[src/rtl/regfile_pkg.sv]
// Shared constants and FSM state encoding for the
// register-file loader.
package regfile_pkg;

  localparam int RF_DEPTH = 32;
  localparam int RF_AW    = 5;
  localparam int RF_DW    = 32;

  typedef enum logic [1:0] {
    ST_IDLE  = 2'd0,
    ST_LOAD  = 2'd1,
    ST_CHECK = 2'd2,
    ST_DONE  = 2'd3
  } state_e;

endpackage

[src/rtl/regfile_loader_if.sv]
// Input stream plus register-file write/readback port.
// The loader holds the master side; source and regfile the slave side.
interface regfile_loader_if;
  import regfile_pkg::*;

  logic [RF_DW-1:0] InData;
  logic             InValid;
  logic             InReady;
  logic [RF_AW-1:0] WriteRegister;
  logic [RF_DW-1:0] WriteData;
  logic             RegWrite;
  logic [RF_AW-1:0] ReadRegister1;
  logic [RF_DW-1:0] ReadData1;

  modport master (
    input  InData, InValid, ReadData1,
    output InReady, WriteRegister, WriteData,
    output RegWrite, ReadRegister1
  );

  modport slave (
    output InData, InValid, ReadData1,
    input  InReady, WriteRegister, WriteData,
    input  RegWrite, ReadRegister1
  );

endinterface

[src/rtl/regfile_addr_next.sv]
// Next write address: increment modulo the register count,
// optionally stepping over register 0.
module regfile_addr_next
  import regfile_pkg::*;
#(
  parameter bit SKIP_ZERO = 1'b1
) (
  input  logic [RF_AW-1:0] addr_i,
  output logic [RF_AW-1:0] addr_o
);

  logic [RF_AW-1:0] inc;

  // wrap naturally at the address width, then skip zero if asked
  always_comb begin
    inc = addr_i + RF_AW'(1);
    if (SKIP_ZERO && inc == '0)
      addr_o = RF_AW'(1);
    else
      addr_o = inc;
  end

endmodule

[src/rtl/regfile_loader.sv]
// Streams a job of words into consecutive registers and
// reads each one back the following cycle to verify it.
module regfile_loader
  import regfile_pkg::*;
#(
  parameter bit SKIP_ZERO = 1'b1
) (
  input  logic             Clk,
  input  logic             Reset,
  input  logic             Start,
  input  logic [RF_AW-1:0] BaseAddr,
  input  logic [5:0]       Count,
  regfile_loader_if.master rf,
  output logic             Busy,
  output logic             Done,
  output logic             Error,
  output logic [RF_AW-1:0] ErrAddr
);

  state_e           state_q, state_d;
  logic [RF_AW-1:0] addr_q, addr_d, addr_inc;
  logic [RF_AW-1:0] cmp_addr_q, cmp_addr_d;
  logic [RF_AW-1:0] err_addr_q, err_addr_d;
  logic [5:0]       rem_q, rem_d;
  logic [RF_DW-1:0] exp_q, exp_d;
  logic             cmp_vld_q, cmp_vld_d;
  logic             err_q, err_d;
  logic             in_ready, xfer, mism;

  regfile_addr_next #(
    .SKIP_ZERO (SKIP_ZERO)
  ) u_addr_next (
    .addr_i (addr_q),
    .addr_o (addr_inc)
  );

  assign xfer = in_ready & rf.InValid;
  assign mism = cmp_vld_q & (rf.ReadData1 != exp_q);

  assign rf.InReady       = in_ready;
  assign rf.RegWrite      = xfer;
  assign rf.WriteData     = rf.InData;
  assign rf.WriteRegister = addr_q;
  assign rf.ReadRegister1 = cmp_addr_q;
  assign Error            = err_q;
  assign ErrAddr          = err_addr_q;

  // state register
  always_ff @(posedge Clk or posedge Reset) begin
    if (Reset) state_q <= ST_IDLE;
    else       state_q <= state_d;
  end

  // next-state: the last transfer goes through CHECK for its readback
  always_comb begin
    state_d = state_q;
    unique case (state_q)
      ST_IDLE:  if (Start)
                  state_d = (Count == 6'd0) ? ST_DONE : ST_LOAD;
      ST_LOAD:  if (xfer && rem_q == 6'd1)
                  state_d = ST_CHECK;
      ST_CHECK: state_d = ST_DONE;
      ST_DONE:  state_d = ST_IDLE;
      default:  state_d = ST_IDLE;
    endcase
  end

  // state-decoded outputs
  always_comb begin
    in_ready = (state_q == ST_LOAD);
    Busy     = (state_q != ST_IDLE);
    Done     = (state_q == ST_DONE);
  end

  // job bookkeeping, readback pipeline and sticky error capture
  always_comb begin
    addr_d     = addr_q;
    rem_d      = rem_q;
    cmp_addr_d = cmp_addr_q;
    exp_d      = exp_q;
    cmp_vld_d  = xfer;
    err_d      = err_q;
    err_addr_d = err_addr_q;
    if (state_q == ST_IDLE && Start) begin
      addr_d     = (SKIP_ZERO && BaseAddr == '0)
                   ? RF_AW'(1) : BaseAddr;
      rem_d      = Count;
      err_d      = 1'b0;
      err_addr_d = '0;
    end
    if (xfer) begin
      addr_d     = addr_inc;
      rem_d      = rem_q - 6'd1;
      cmp_addr_d = addr_q;
      exp_d      = (addr_q == '0) ? '0 : rf.InData;
    end
    if (mism && !err_q) begin
      err_d      = 1'b1;
      err_addr_d = cmp_addr_q;
    end
  end

  // datapath registers
  always_ff @(posedge Clk or posedge Reset) begin
    if (Reset) begin
      addr_q     <= '0;
      rem_q      <= '0;
      cmp_addr_q <= '0;
      exp_q      <= '0;
      cmp_vld_q  <= 1'b0;
      err_q      <= 1'b0;
      err_addr_q <= '0;
    end else begin
      addr_q     <= addr_d;
      rem_q      <= rem_d;
      cmp_addr_q <= cmp_addr_d;
      exp_q      <= exp_d;
      cmp_vld_q  <= cmp_vld_d;
      err_q      <= err_d;
      err_addr_q <= err_addr_d;
    end
  end

endmodule
[src/flat_wrapper.sv]
// flat-port wrapper written by rule: the top's interface ports become plain ports
module regfile_loader_flat import regfile_pkg::*;
#(
  parameter bit SKIP_ZERO = 1'b1
)
  (Clk, Reset, Start, BaseAddr, Count, Busy, Done, Error, ErrAddr, rf_InData, rf_InValid, rf_ReadData1, rf_InReady, rf_WriteRegister, rf_WriteData, rf_RegWrite, rf_ReadRegister1);
  regfile_loader_if rf_i ();
  input  logic Clk;
  input  logic Reset;
  input  logic Start;
  input  logic [RF_AW-1:0] BaseAddr;
  input  logic [5:0] Count;
  output logic Busy;
  output logic Done;
  output logic Error;
  output logic [RF_AW-1:0] ErrAddr;
  input wire logic [$bits(rf_i.InData)-1:0] rf_InData;
  input wire logic [$bits(rf_i.InValid)-1:0] rf_InValid;
  input wire logic [$bits(rf_i.ReadData1)-1:0] rf_ReadData1;
  output wire logic [$bits(rf_i.InReady)-1:0] rf_InReady;
  output wire logic [$bits(rf_i.WriteRegister)-1:0] rf_WriteRegister;
  output wire logic [$bits(rf_i.WriteData)-1:0] rf_WriteData;
  output wire logic [$bits(rf_i.RegWrite)-1:0] rf_RegWrite;
  output wire logic [$bits(rf_i.ReadRegister1)-1:0] rf_ReadRegister1;
  assign rf_i.InData = rf_InData;
  assign rf_i.InValid = rf_InValid;
  assign rf_i.ReadData1 = rf_ReadData1;
  assign rf_InReady = rf_i.InReady;
  assign rf_WriteRegister = rf_i.WriteRegister;
  assign rf_WriteData = rf_i.WriteData;
  assign rf_RegWrite = rf_i.RegWrite;
  assign rf_ReadRegister1 = rf_i.ReadRegister1;
  regfile_loader #(.SKIP_ZERO(SKIP_ZERO)) u_core (.Clk(Clk), .Reset(Reset), .Start(Start), .BaseAddr(BaseAddr), .Count(Count), .rf(rf_i), .Busy(Busy), .Done(Done), .Error(Error), .ErrAddr(ErrAddr));
endmodule
[config.mk]
export PLATFORM = sky130hd
export DESIGN_NAME = regfile_loader_flat
export DESIGN_NICKNAME = d
export VERILOG_FILES = /design/src/rtl/regfile_pkg.sv /design/src/rtl/regfile_loader_if.sv /design/src/rtl/regfile_addr_next.sv /design/src/rtl/regfile_loader.sv /design/src/flat_wrapper.sv
export SDC_FILE = /design/constraint.sdc
export NUM_CORES = 1
export LEC_CHECK = 0
export BUFFER_PORTS_ARGS = -buffer_cell sky130_fd_sc_hd__buf_2
export CAP_MARGIN = 20
export CELL_PAD_IN_SITES_DETAIL_PLACEMENT = 0
export CELL_PAD_IN_SITES_GLOBAL_PLACEMENT = 1
export CORE_MARGIN = 5
export CORE_UTILIZATION = 36
export CTS_BUF_LIST = sky130_fd_sc_hd__clkbuf_8
export CTS_CLUSTER_SIZE = 8
export DETAILED_ROUTE_END_ITERATION = 16
export PLACE_DENSITY = 0.86
export SLEW_MARGIN = 10
export SYNTH_ARGS = -nofsm -noshare
export SYNTH_HDL_FRONTEND = slang
export SYNTH_SLANG_ARGS = --single-unit
[constraint.sdc]
create_clock -name Clk -period 1.9 [get_ports Clk]
set_input_delay 0.19 -clock Clk [delete_from_list [all_inputs] [get_ports Clk]]
set_output_delay 0.19 -clock Clk [all_outputs]
set_load 0.01 [all_outputs]
==> flow_metrics.env, run 1 <==
export IMPL_dp_hpwl_um=5788
export IMPL_synth_adder_area_share_pct=3.717
export IMPL_drtPass1Iterations=4
export IMPL_power_density_nw_per_um2=1472
export IMPL_synthCells=291
export IMPL_synth_distinct_cells=32
export IMPL_crit_type="register to register"
export IMPL_fin_area_um2=3867
export IMPL_period_minus_slack_ps=1802
export IMPL_antenna_left=0
export IMPL_io_buffers=130
export IMPL_clock_root_buffer="clkbuf_8"
export IMPL_synth_top_flop_cell="dfrtp_1"
export IMPL_antenna_found_initial=0
export IMPL_report_final_slew_viol_count=0
export IMPL_area_delta_synth_final_pct=27.67
export IMPL_synth_xor_area_share_pct=9.252
export IMPL_holdWs_ps=84.30
export IMPL_dp_cells=492
export IMPL_dieHeight_um=101.7
export IMPL_wl_per_cell_um=14.70
export IMPL_grt_pass1_wl_um=11590
export IMPL_r2r_cells=5
export IMPL_fin_nets=487
export IMPL_synth_compound_area_share_pct=16.48
export IMPL_pin_count=131
export IMPL_setup_ws_ps=98.47
export IMPL_grt_use_total_pct=14.32
export IMPL_m1WireLength_um=3171
export IMPL_fin_total_pwr_mw=5.695
export IMPL_async_flop_share_pct=100.0
export IMPL_grt_overflow=0
export IMPL_slew_headroom_pct=61.39
export IMPL_synth_edf_count=0
export IMPL_maxCapViolCount=0
export IMPL_drtIter0Drc=83
export IMPL_path_clk_slew_ps=70
export IMPL_crit_fanout=6
export IMPL_setup_viol=0
export IMPL_grt_pass1_vias=2472
export IMPL_hold_violations=0
export IMPL_fill_cells=791
export IMPL_worstSkewPairLatency_ps=330
export IMPL_grt_max_degree=33
export IMPL_cp_required_ps=2150
export IMPL_ir_drop_v=0.0004958
export IMPL_coreArea_um2=8217
export IMPL_instances_no_fill=509
export IMPL_vias_per_cell=4.953
export IMPL_dieWidth_um=101.7
export IMPL_ys_warn_count=0
export IMPL_ys_ff_latch=57
export IMPL_synth_top_family_by_area="compound AO/OA/AOI/OAI gates"
export IMPL_vias=2521
export IMPL_synthSimpleGateAreaFrac_pct=9.335
export IMPL_place_congestion=0.7816
export IMPL_syn_cell_area_um2=3029
export IMPL_seq_area_frac_synth_pct=47.09
export IMPL_cts_tree="built"
export IMPL_cts_made_buffers=9
export IMPL_wl_met2_um=3610
export IMPL_hold_path_class="input pin to register"
export IMPL_place_ws_ps=7.249
export IMPL_syn_avg_cell_area_um2=10.41
export IMPL_start_util_pct=36.87
export IMPL_status="finished, final reports clean"
export IMPL_worst_setup_path_end_kind="register"
export IMPL_worst_pin_slew_ps=578.3
export IMPL_worst_setup_path_start_kind="register"
export IMPL_fin_skew_ps=7.398
export IMPL_antennaDiodeCount=0
export IMPL_clock_fmax_mhz=555.1
export IMPL_rows=33
export IMPL_hold_path_depth=2
export IMPL_route_detailed_drc=0
export IMPL_dr_wl_met3_um=622
export IMPL_wirelength_um=7482
export IMPL_synthesis_nets=379
export IMPL_crit_arrival_ps=2050
export IMPL_htreeDepth=3
export IMPL_layout_drive_gt1_share_pct=40.10
export IMPL_cts_path_max_buffers=2
export IMPL_place_area_um2=3608
export IMPL_cts_sinks=57
export IMPL_dr_max_layer_used="met4"
export IMPL_die_area_um2=10350
export IMPL_fin_util_pct=47.07
export IMPL_cts_setup_buffers=0
export IMPL_p_leak_nw=2.016
export IMPL_fin_crit_sh_pct=94.82
export IMPL_tns_ps=0
export IMPL_muxShareOfSynthArea_pct=2.974
==> cell type report <==
cell class / instances / area, um2 / area share, %
Tap cell: 105 / 131.4 / 3.397
Sequential cell: 57 / 1426 / 36.88
Inverter: 16 / 60.06 / 1.553
Clock inverter: 6 / 82.58 / 2.135
Multi-Input combinational cell: 176 / 1285 / 33.23
Timing Repair Buffer: 139 / 744.5 / 19.25
Clock buffer: 10 / 137.6 / 3.559
==> placed cells by master, fill, tap and decap left out, types with 2 or more instances in the layout <==
cell / netlist / final
nand4_1: 4 / 4
bufinv_16: 0 / 2
o22ai_1: 3 / 3
nand2_1: 19 / 19
mux2i_1: 9 / 9
inv_1: 16 / 14
a31oi_1: 2 / 2
buf_4: 32 / 5
nor4_1: 9 / 7
clkbuf_8: 0 / 10
nor4_2: 0 / 2
o31ai_1: 2 / 2
ha_1: 9 / 9
nor2_1: 14 / 13
o21ai_0: 12 / 12
dfrtp_1: 57 / 57
xor2_1: 32 / 32
inv_2: 0 / 3
nand3_1: 5 / 4
buf_2: 0 / 130
nor3_1: 2 / 2
clkinv_2: 0 / 2
a21oi_1: 8 / 8
a22o_1: 31 / 31
a211oi_1: 3 / 3
==> flip-flops by register name (all words and copies together), names as in the netlist <==
name / cells
u_core.ErrAddr: 5
u_core.Error: 1
u_core.cmp_vld_q: 1
u_core.exp_q: 32
u_core.rem_q: 6
u_core.rf.ReadRegister1: 5
u_core.rf.WriteRegister: 5
u_core.state_q: 2
==> where the power goes <==
group / total (mW) / internal (mW) / switching, mW
Combinational: 2.27 / 1.09 / 1.18
Clock: 1.22 / 0.766 / 0.451
Sequential: 2.21 / 1.78 / 0.429
==> metal layers <==
layer	track usage [%]	vias up
met3	4.339	11
met1	18.00	1200
met5	0	-
li1	-	1214
met2	23.64	96
met4	4.499	0
==> worst max-delay path, stage by stage (launching register included) <==
cell and delay (ps):
dfrtp_1 380, xor2_1 180, nor4_2 370, nand4_1 230, o21ai_4 330, mux2i_1 230
==> worst paths after layout <==
kind	startpoint	end	slack [ps]
hold / removal	rf_InData[0]	u_core.exp_q[0]$_DFFE_PP0P_	80
hold reg to reg	u_core.Error$_DFFE_PP0P_	u_core.Error$_DFFE_PP0P_	520
min in group asynchronous	Reset	u_core.exp_q[24]$_DFFE_PP0P_	470
max in group asynchronous	Reset	u_core.exp_q[3]$_DFFE_PP0P_	860
setup / recovery	u_core.exp_q[25]$_DFFE_PP0P_	u_core.ErrAddr[4]$_DFFE_PP0P_	100
setup reg to reg	u_core.exp_q[25]$_DFFE_PP0P_	u_core.ErrAddr[4]$_DFFE_PP0P_	100
==> synthesized netlist by cell type, types with 3 or more instances <==
| master | number | area (um2) |
|---|---|---|
| dfrtp_1 | 57 | 1426 |
| buf_4 | 32 | 240.2 |
| xor2_1 | 32 | 280.3 |
| a22o_1 | 31 | 271.5 |
| nand2_1 | 19 | 71.32 |
| inv_1 | 16 | 60.06 |
| nor2_1 | 14 | 52.55 |
| o21ai_0 | 12 | 60.06 |
| clkbuf_1 | 10 | 37.54 |
| ha_1 | 9 | 112.6 |
| mux2i_1 | 9 | 90.09 |
| nor4_1 | 9 | 56.30 |
| a21oi_1 | 8 | 40.04 |
| nand3_1 | 5 | 25.02 |
| nand4_1 | 4 | 25.02 |
| a211oi_1 | 3 | 22.52 |
| o22ai_1 | 3 | 18.77 |
==> what timing repair did <==
item                                    4_1_cts  5_1_grt
resized for setup                             1        7
pin swaps                                     0        2
hold buffers                                  1        0
endpoints found under the hold margin        26        0
endpoints found under the setup margin        1       29
==> logic make-up (layout without fill, tap and decap cells) <==
| kind of cell | count (synthesis) | in the layout |
|---|---|---|
| compound gates | 67 | 67 |
| xor+xnor | 32 | 32 |
| fa+ha+maj | 9 | 9 |
| buf+inv | 58 | 171 |
| flops | 57 | 57 |
| mux | 9 | 9 |
| simple gates | 59 | 59 |
Power figures use the tool's default switching activity.
==> inputs of run 2 (changes only) <==
--- a/config.mk
+++ b/config.mk
@@ -14,7 +14,7 @@
 export CTS_BUF_LIST = sky130_fd_sc_hd__clkbuf_8
 export CTS_CLUSTER_SIZE = 8
 export DETAILED_ROUTE_END_ITERATION = 16
-export PLACE_DENSITY = 0.86
+export PLACE_DENSITY_LB_ADDON = 0.1
 export SLEW_MARGIN = 10
 export SYNTH_ARGS = -nofsm -noshare
 export SYNTH_HDL_FRONTEND = slang
==> run 2 against run 1 <==
  * Global-route usage is 1.2 points higher
  * Via count is 0.40% lower
  * Sequential share of layout area unchanged
  * Core utilization unchanged
  * Critical endpoint is now u_core.ErrAddr[3]$_DFFE_PP0P_
==> flow_metrics.env, run 2 (same netlist as run 1, synthesis figures left out) <==
export IMPL_status="finished, final reports clean"
export IMPL_grt_max_degree=33
export IMPL_antenna_left=0
export IMPL_place_ws_ps=94.58
export IMPL_layout_drive_gt1_share_pct=40.89
export IMPL_fill_cells=834
export IMPL_min_from="rf_InData[14]"
export IMPL_largest_reg_flops=32
export IMPL_slew_headroom_pct=66.05
export IMPL_largest_register="u_core.exp_q"
export IMPL_ir_drop_v=0.0004974
export IMPL_hold_path_class="input pin to register"
export IMPL_grt_use_total_pct=15.56
export IMPL_place_congestion=0.8050
export IMPL_tns_ps=0
export IMPL_dp_hpwl_um=6128
export IMPL_antenna_found_initial=0
export IMPL_wirelength_um=8046
export IMPL_p_switching_mw=2.083
export IMPL_cp_cell_sequence="xor2_1, nor4_1, nand4_1, o21ai_4, mux2i_1"
export IMPL_htreeDepth=3
export IMPL_cts_tree="built"
export IMPL_combPwrFrac_pct=40.8
export IMPL_drtPass1Iterations=4
export IMPL_seqPwrFrac_pct=39.2
export IMPL_reg2reg_slack_ps=150
export IMPL_period_minus_slack_ps=1750
export IMPL_start_util_pct=36.87
export IMPL_hold_violations=0
export IMPL_drtIter0Drc=77
export IMPL_dieWidth_um=101.7
export IMPL_setup_viol=0
export IMPL_r2r_cells=5
export IMPL_final_common_cell="buf_2"
export IMPL_fin_util_pct=47.07
export IMPL_grt_pass1_vias=2522
export IMPL_crit_arrival_ps=2000
export IMPL_worst_setup_path_end_kind="register"
export IMPL_cts_made_buffers=9
export IMPL_worst_setup_path_start_kind="register"
export IMPL_worst_pin_slew_ps=508.5
export IMPL_clock_fmax_mhz=571.4
export IMPL_cts_path_max_buffers=2
export IMPL_setup_ws_ps=150.1
export IMPL_cts_sinks=57
export IMPL_coreArea_um2=8217
export IMPL_worstSkewPairLatency_ps=330
export IMPL_vias_per_cell=4.914
export IMPL_fin_crit_sh_pct=92.10
export IMPL_power_density_nw_per_um2=1453
export IMPL_cp_required_ps=2150
export IMPL_rows=33
export IMPL_r2r_start="u_core.exp_q[17]$_DFFE_PP0P_"
export IMPL_maxCapViolCount=0
export IMPL_antennaDiodeCount=0
export IMPL_fin_skew_ps=8.228
export IMPL_fin_nets=490
export IMPL_top_regs="u_core.exp_q x32, u_core.rem_q x6"
export IMPL_grt_overflow=0
export IMPL_rsz0062_at_grt="false"
export IMPL_hold_path_depth=2
export IMPL_dieHeight_um=101.7
export IMPL_slowest_delay_ps=390
export IMPL_critPathLaunch="u_core.exp_q[17]$_DFFE_PP0P_"
export IMPL_die_area_um2=10350
export IMPL_report_final_slew_viol_count=0
export IMPL_crit_type="register to register"
export IMPL_vias=2511
export IMPL_wl_per_cell_um=15.75
export IMPL_pin_count=131
export IMPL_crit_fanout=6
export IMPL_p_int_mw=3.537
export IMPL_switching_share_pct=37.06
export IMPL_route_detailed_drc=0
export IMPL_cp_slowest_cell="dfrtp_1"
export IMPL_final_cell_mix="buf_2 (130), dfrtp_1 (57), xor2_1 (32)"
export IMPL_fin_total_pwr_mw=5.621
export IMPL_clockPowerShare_pct=20.0
export IMPL_path_clk_slew_ps=60
export IMPL_io_buffers=130
export IMPL_area_delta_synth_final_pct=27.67
export IMPL_grt_pass1_wl_um=12230
export IMPL_p_leak_nw=2.017
export IMPL_clock_root_buffer="clkbuf_8"
run 2: cell types whose count changed in the layout (fill, tap and decap cells not counted), sizes merged:
| cell | change |
|---|---|
| buf | +3 |
| bufinv | -1 |
| clkbuf | +1 |
| clkinv | -1 |
run 2: critical path, delay by kind of cell, from the launching register on:
family | cells | cell delay (ps)
AOI/OAI and AO/OA | 1 | 350
xor gates and xnor gates | 1 | 160
DFF | 1 | 390
muxes | 1 | 230
and+or+nand+nor | 2 | 560
run 2: power groups by stage:
stage	Clock (mW)	Combinational [mW]	Sequential [mW]
after global placement	0	2.25	2.21
final	1.12	2.29	2.20
after detailed placement	0	2.27	2.22
after floorplan	0	1.49	2.22
after CTS	1.15	2.30	2.20
after global routing	1.22	2.56	2.28
run 2: worst paths after layout:
| check | end |
|---|---|
| worst max-delay path | u_core.ErrAddr[3]$_DFFE_PP0P_ |
| worst min-delay path | u_core.exp_q[14]$_DFFE_PP0P_ |
| worst max register to register | u_core.ErrAddr[3]$_DFFE_PP0P_ |
| worst min register to register | u_core.exp_q[14]$_DFFE_PP0P_ |
| max in group asynchronous | u_core.exp_q[5]$_DFFE_PP0P_ |
| min in group asynchronous | u_core.exp_q[27]$_DFFE_PP0P_ |
run 2: metal layers:
layer	routed length, um	vias to the layer above	global-route usage, %
li1	-	1221	-
met1	3444	1189	19.57
met2	3901	92	25.96
met3	603	9	3.306
met4	97	0	6.442
met5	0	-	0
run 2: through the flow:
step / area, um2 / cells / hold slack [ps]
3_5_place_dp: 3631 / 495 / 256.9
5_1_grt: 3867 / 511 / 71.08
4_1_cts: 3844 / 511 / 76.52
3_3_place_gp: 3631 / 495 / 254.0
2_1_floorplan: 3029 / 291 / 322.7
6_report: 3867 / 511 / 88.41
run 2: what timing repair did:
action | CTS | global route
endpoints found under the setup margin | 1 | 6
buffers inserted | 0 | 0
pin swaps | 0 | 2
gates resized for setup | 3 | 6
hold buffers | 1 | 0
hold endpoints to repair | 19 | 0
run 2: area by class of cell:
| cell class | instances | area [um2] | share of cell area [%] |
|---|---|---|---|
| Multi-Input combinational cell | 176 | 1291 | 33.39 |
| Sequential cell | 57 | 1426 | 36.88 |
| Clock inverter | 4 | 43.79 | 1.132 |
| Clock buffer | 11 | 151.4 | 3.915 |
| Tap cell | 105 | 131.4 | 3.397 |
| Inverter | 16 | 60.06 | 1.553 |
| Timing Repair Buffer | 142 | 763.2 | 19.73 |
